--- src/rtl/axi_ctrl_trans_sched.sv ---
// Single-outstanding scheduler: pops LS (AXI-Lite request) or SS (AXI-Stream beat)
// entries round-robin, drives the LM/SM start/done handshake and guards it with a watchdog.
module axi_ctrl_trans_sched #(
  parameter logic [31:0] LM_BASE = 32'h0000_0000,
  parameter logic [15:0] TIMEOUT = 16'd1024
) (
  input  logic        axi_aclk,
  input  logic        axi_aresetn,
  input  logic        ls_vld,
  output logic        ls_rdy,
  input  logic [51:0] ls_data,
  input  logic        ss_vld,
  output logic        ss_rdy,
  input  logic [44:0] ss_data,
  output logic        lm_wstart,
  output logic [31:0] lm_waddr,
  output logic [31:0] lm_wdata,
  output logic [3:0]  lm_wstrb,
  input  logic        lm_wdone,
  output logic        lm_rstart,
  output logic [31:0] lm_raddr,
  input  logic [31:0] lm_rdata,
  input  logic        lm_rdone,
  output logic [31:0] ls_rdata,
  output logic        ls_rdone,
  output logic        sm_start,
  output logic [31:0] sm_data,
  output logic [3:0]  sm_tstrb,
  output logic [3:0]  sm_tkeep,
  output logic [1:0]  sm_user,
  output logic        sm_tlast,
  input  logic        sm_nordy,
  input  logic        sm_done,
  input  logic        err_clr,
  output logic        busy,
  output logic        err,
  output logic        axi_interrupt
);

  typedef enum logic [2:0] {IDLE, LS_WR, LS_RD, SS_WAIT, SS_TX} state_t;

  state_t      state_q, state_d;
  logic        armed_q;
  logic        first_q;
  logic        last_ls_q;
  logic        ss_lock_q;
  logic        err_q;
  logic        ls_rdone_q;
  logic [15:0] timer_q;
  logic [31:0] addr_q, wdata_q, rdata_q;
  logic [3:0]  wstrb_q;
  logic [31:0] sm_data_q;
  logic [3:0]  sm_tstrb_q, sm_tkeep_q;
  logic [1:0]  sm_user_q;
  logic        sm_tlast_q;

  logic elig_ls, elig_ss, grant_ls, grant_ss;
  logic eng_busy, eng_done, timer_last, timeout_hit;
  logic unused_rsvd;

  assign unused_rsvd = ^ss_data[1:0];

  // armed_q keeps the FIFOs from being popped while reset is still asserted.
  assign elig_ls  = armed_q && ls_vld && !ss_lock_q;
  assign elig_ss  = armed_q && ss_vld;
  assign grant_ls = elig_ls && (!elig_ss || !last_ls_q);
  assign grant_ss = elig_ss && !grant_ls;

  assign eng_busy    = (state_q == LS_WR) || (state_q == LS_RD) || (state_q == SS_TX);
  assign eng_done    = ((state_q == LS_WR) && lm_wdone) ||
                       ((state_q == LS_RD) && lm_rdone) ||
                       ((state_q == SS_TX) && sm_done);
  assign timer_last  = (timer_q == TIMEOUT - 16'd1);
  assign timeout_hit = eng_busy && !eng_done && timer_last;

  // NOTE: every output of this block gets a default first, so no path leaves one
  // unassigned and no latch is inferred.
  always_comb begin
    state_d   = state_q;
    ls_rdy    = 1'b0;
    ss_rdy    = 1'b0;
    lm_wstart = 1'b0;
    lm_rstart = 1'b0;
    sm_start  = 1'b0;
    unique case (state_q)
      IDLE: begin
        ls_rdy = grant_ls;
        ss_rdy = grant_ss;
        if (grant_ls)      state_d = ls_data[51] ? LS_WR : LS_RD;
        else if (grant_ss) state_d = SS_WAIT;
      end
      LS_WR:   lm_wstart = first_q;
      LS_RD:   lm_rstart = first_q;
      SS_WAIT: begin
        if (!sm_nordy) begin
          sm_start = 1'b1;
          state_d  = SS_TX;
        end
      end
      SS_TX:   ;
      default: state_d = IDLE;
    endcase
    if (eng_done || timeout_hit) state_d = IDLE;
  end

  // NOTE: sequential state uses non-blocking assignments so every flop samples
  // pre-edge values regardless of statement order.
  always_ff @(posedge axi_aclk or negedge axi_aresetn) begin
    if (!axi_aresetn) begin
      state_q    <= IDLE;
      armed_q    <= 1'b0;
      first_q    <= 1'b0;
      last_ls_q  <= 1'b0;
      ss_lock_q  <= 1'b0;
      err_q      <= 1'b0;
      timer_q    <= 16'd0;
      ls_rdone_q <= 1'b0;
      rdata_q    <= 32'd0;
    end else begin
      state_q    <= state_d;
      armed_q    <= 1'b1;
      first_q    <= ls_rdy;
      ls_rdone_q <= (state_q == LS_RD) && lm_rdone;
      if ((state_q == LS_RD) && lm_rdone) rdata_q <= lm_rdata;

      if (ls_rdy)      last_ls_q <= 1'b1;
      else if (ss_rdy) last_ls_q <= 1'b0;

      // Timer counts from the start pulse; SS_WAIT back-pressure is not timed.
      if (ls_rdy || sm_start)                       timer_q <= 16'd0;
      else if (eng_busy && !eng_done && !timer_last) timer_q <= timer_q + 16'd1;

      if ((state_q == SS_TX) && sm_done) ss_lock_q <= !sm_tlast_q;
      else if (timeout_hit)              ss_lock_q <= 1'b0;

      if (timeout_hit)  err_q <= 1'b1;
      else if (err_clr) err_q <= 1'b0;
    end
  end

  // NOTE: the holding registers are reset even though they only carry data, because
  // they drive module outputs directly and those must read zero out of reset.
  always_ff @(posedge axi_aclk or negedge axi_aresetn) begin
    if (!axi_aresetn) begin
      addr_q     <= 32'd0;
      wdata_q    <= 32'd0;
      wstrb_q    <= 4'd0;
      sm_data_q  <= 32'd0;
      sm_tstrb_q <= 4'd0;
      sm_tkeep_q <= 4'd0;
      sm_user_q  <= 2'd0;
      sm_tlast_q <= 1'b0;
    end else begin
      if (ls_rdy) begin
        addr_q  <= LM_BASE + {17'd0, ls_data[50:36]};
        wdata_q <= ls_data[35:4];
        wstrb_q <= ls_data[3:0];
      end
      if (ss_rdy) begin
        sm_data_q  <= ss_data[44:13];
        sm_tstrb_q <= ss_data[12:9];
        sm_tkeep_q <= ss_data[8:5];
        sm_user_q  <= ss_data[4:3];
        sm_tlast_q <= ss_data[2];
      end
    end
  end

  assign lm_waddr      = addr_q;
  assign lm_raddr      = addr_q;
  assign lm_wdata      = wdata_q;
  assign lm_wstrb      = wstrb_q;
  assign ls_rdata      = rdata_q;
  assign ls_rdone      = ls_rdone_q;
  assign sm_data       = sm_data_q;
  assign sm_tstrb      = sm_tstrb_q;
  assign sm_tkeep      = sm_tkeep_q;
  assign sm_user       = sm_user_q;
  assign sm_tlast      = sm_tlast_q;
  assign busy          = (state_q != IDLE);
  assign err           = err_q;
  assign axi_interrupt = err_q;

endmodule

--- config.mk ---
export PLATFORM = sky130hd
export DESIGN_NAME = axi_ctrl_trans_sched
export DESIGN_NICKNAME = d
export VERILOG_FILES = /design/src/rtl/axi_ctrl_trans_sched.sv
export SDC_FILE = /design/constraint.sdc
export NUM_CORES = 1
export LEC_CHECK = 0
export ABC_AREA = 1
export BUFFER_PORTS_ARGS = -buffer_cell sky130_fd_sc_hd__clkbuf_2
export CAP_MARGIN = 25
export CORE_AREA = 2 2 124 126
export DETAILED_ROUTE_END_ITERATION = 10
export DIE_AREA = 0 0 126 128
export PLACE_DENSITY = 0.86
export SYNTH_ARGS = -nofsm -noshare
export SYNTH_HDL_FRONTEND = slang
export SYNTH_SLANG_ARGS = --single-unit
--- constraint.sdc ---
create_clock -name axi_aclk -period 2.2 [get_ports axi_aclk]
set_input_delay 0.11 -clock axi_aclk [delete_from_list [all_inputs] [get_ports axi_aclk]]
set_output_delay 0.11 -clock axi_aclk [all_outputs]
set_load 0.02 [all_outputs]
==> results.py <==
metrics = {
    "outcome": {
        "status": "complete, no violations",
    },
    "timing": {
        "setup_violations": 0,
        "skew_ps": 12.7,
        "fin_tns_setup_ps": 0,
        "hold_viol": 0,
        "fin_crit_sh_pct": 92.9,
        "rsz0062_at_grt": "no",
        "final_max_slew_viol_count": 0,
        "fmax_ghz": 0.489,
        "layout_min_cycle_time_ps": 2040,
    },
    "floorplan": {
        "die_area_um2": 16100,
        "die_x_um": 126,
        "ios": 322,
        "start_util_pct": 45.6,
        "die_h_um": 128,
        "num_rows": 45,
        "core_area_um2": 14900,
    },
    "worst_setup_path": {
        "endpoint_kind": "output port",
        "cp_max_fo": 43,
        "r2r-start": "state_q[2]",
        "start_kind": "flop",
        "cp_num_buf_inv": 2,
        "critPathRequiredTime_ps": 2090,
        "rr_endpoint": "lm_wdata[24]",
        "crit_chain": "nor2_4 > nand2_4 > nor2_8 > buf_12 > clkbuf_2",
        "cp_top_family": "simple AND/OR/NAND/NOR gates",
        "r2r_cells": 7,
        "path_class": "flop to output port",
        "cpPeakStageDelay_ps": 480,
        "worst_path_max_delay_cell": "dfrtp_1",
        "cp.arrival_ps": 1930,
        "r2r_slack_ps": 360,
    },
    "clock_tree": {
        "clock_path_buffers": 2,
        "insertion_delay_ps": 420,
        "cts_max_level": 4,
        "numCtsBuffers": 17,
        "path_clk_slew_ps": 50,
        "cts_sinks": 151,
        "cts_tree": "yes",
        "root_buffer": "clkbuf_16",
        "cts_setup_buffers": 0,
    },
    "global_routing": {
        "grt-busiest-layer": "met2",
        "grt_pass1_vias": 7031,
        "grt_antenna_before_repair": 0,
        "overflow": 0,
        "met3_usage_pct": 7.39,
        "grt_max_degree": 71,
        "gr-usage-met1_pct": 30.0,
        "track_usage_pct": 27.4,
        "grt.met2_usage_pct": 47.7,
        "grt_pass1_wl_um": 34800,
    },
    "run": {
        "maxCapViolations": 0,
    },
    "logic_synthesis": {
        "synth_most_common_cell": "nand2_1",
        "synth-seq-area-share_pct": 55.8,
        "yosysWarningCount": 0,
        "synth.avg_cell_area_um2": 8.29,
        "synth_common_cells": "nand2_1, dfrtp_1, buf_4",
        "synth_flop_cell": "dfrtp_1",
        "synth_area_leader_cell": "dfrtp_1",
        "yosys.area.top_type_share_pct": 55.8,
        "synth.distinct_cells": 32,
        "async_reset_ff_share_pct": 100,
        "syn_area_um2": 6780,
        "synth_area_leaders": "dfrtp_1, nand2_1, buf_4",
        "yosys_register_bits": 151,
        "netlist_instances": 817,
        "synth_edf_count": 0,
    },
    "placed_design": {
        "portBuffers": 285,
        "gp_congestion": 0.911,
        "dp_cells": 1255,
        "place_hpwl_um": 12700,
    },
    "routing": {
        "firstDrtPassIters": 7,
        "post_drt_wl_per_cell_um": 15.5,
        "dr.first_iter.drc_count": 633,
        "drc_errors": 0,
        "routed_wl_um": 21900,
        "vias": 6919,
        "ant_nets": 0,
        "via_per_inst": 4.89,
    },
    "pwr": {
        "cellLeakagePower_nw": 5.71,
        "p_per_area_nw_per_um2": 1350,
        "vdd_ir_drop_max_mv": 0.760,
        "p_total_mw": 13.5,
    },
    "finish": {
        "drive_gt1_share_pct": 28.9,
        "area_delta_synth_final_pct": 47.9,
        "fin_nets": 1353,
        "finalNonFillerCells": 1416,
        "utilization_pct": 67.4,
    },
    "min_path": {
        "hp-start": "sm_nordy",
        "hold_path_class": "input pin to flop",
        "holdPathEnd": "state_q[2]",
        "min_path_cells": 4,
    },
}
how the worst max path moves through the flow:
stage / from / end / slack [ps] / depth (start not counted)
after floorplan: timer_q[0] / timer_q[13] / 660 / 10
after global placement: state_q[2] / ls_rdy / 370 / 5
after detailed placement: state_q[2] / ls_rdy / 340 / 5
after CTS: state_q[2] / ls_rdy / 20 / 5
after global routing: state_q[2] / ls_rdy / 40 / 5
final: state_q[2] / ls_rdy / 160 / 5
metal layers:
layer | vias to the layer above | part of all wire (%)
met2 | 385 | 52
met1 | 3233 | 36
met5 | - | 0
met4 | 0 | 5.3
li1 | 3204 | -
met3 | 97 | 7.5
kinds of logic after synthesis:
| family | synth area share (%) |
|---|---|
| simple gates | 32.7 |
| flops | 55.8 |
| buf+inv | 9.62 |
| compound gates | 0.702 |
| xor+xnor | 0.905 |
| other cells | 0.111 |
| fa+ha+maj | 0.185 |
flip-flops by register name, indices dropped and copies added (netlist names):
| signal | cells |
|---|---|
| armed_q | 1 |
| axi_interrupt | 1 |
| first_q | 1 |
| last_ls_q | 1 |
| lm_raddr | 15 |
| lm_wdata | 32 |
| lm_wstrb | 4 |
| ls_rdata | 32 |
| ls_rdone | 1 |
| sm_data | 32 |
| sm_tkeep | 4 |
| sm_tlast | 1 |
| sm_tstrb | 4 |
| sm_user | 2 |
| ss_lock_q | 1 |
| state_q | 3 |
| timer_q | 16 |
area by class of cell:
class                      count  area (um2)
fill                        1010        4840
sequential                   151        3780
timing repair buffer         425        2840
multi-input combinational    593        2470
clock buffer                  21         480
tap                          188         235
clock inverter                11         113
inverter                      26         100
antenna                        1        2.50
power by group:
part / switching, mW / internal, mW
Sequential: 0.825 / 3.94
Clock: 1.19 / 1.70
Combinational: 4.00 / 1.88
placed cells by master (no fill, tap or decap), types with 2 or more instances in the layout:
master         netlist  routed
nand3_1             26      26
inv_2                5       5
conb_1               2      35
xnor2_1              2       2
buf_12               0       3
clkbuf_8             0       4
dlygate4sd3_1        0     128
o21ai_0              7       7
nand2_1            457     457
nand2_2              5       5
xor2_1               5       5
clkinv_4             0       2
nand4_1              5       5
clkbuf_2             0     284
nor2_4               6       6
nor3_1               2       2
inv_6                0       3
nand3b_1             2       2
inv_1               19      19
clkbuf_16            0      17
nand3_4              2       2
nor2_1              29      29
clkinvlp_4           0       3
dfrtp_1            151     151
buf_4               57       9
worst register-to-register path, cell delays in order (launching register included):
cell	delay (ps)
dfrtp_1	480
nor2_4	200
nand2_4	90
nor2_8	270
inv_4	180
buf_4	280
nand2_1	160
nand2_1	70
through the flow:
stage               hold slack, ps  cell area (um2)  setup WS (ps)
floorplan                     -186             6900            655
global placement              4.34             8130            369
detailed placement            6.49             8130            343
CTS                           38.1            10000           19.4
global route                  60.6            10000           39.4
finish                        51.6            10000            156
timing repair:
item                                    4_1_cts  5_1_grt
pin swaps                                     0        0
resized for setup                             1        2
hold buffers                                128        0
endpoints found under the hold margin       278        0
endpoints found under the setup margin        1        1
Power figures use the tool's default switching activity.
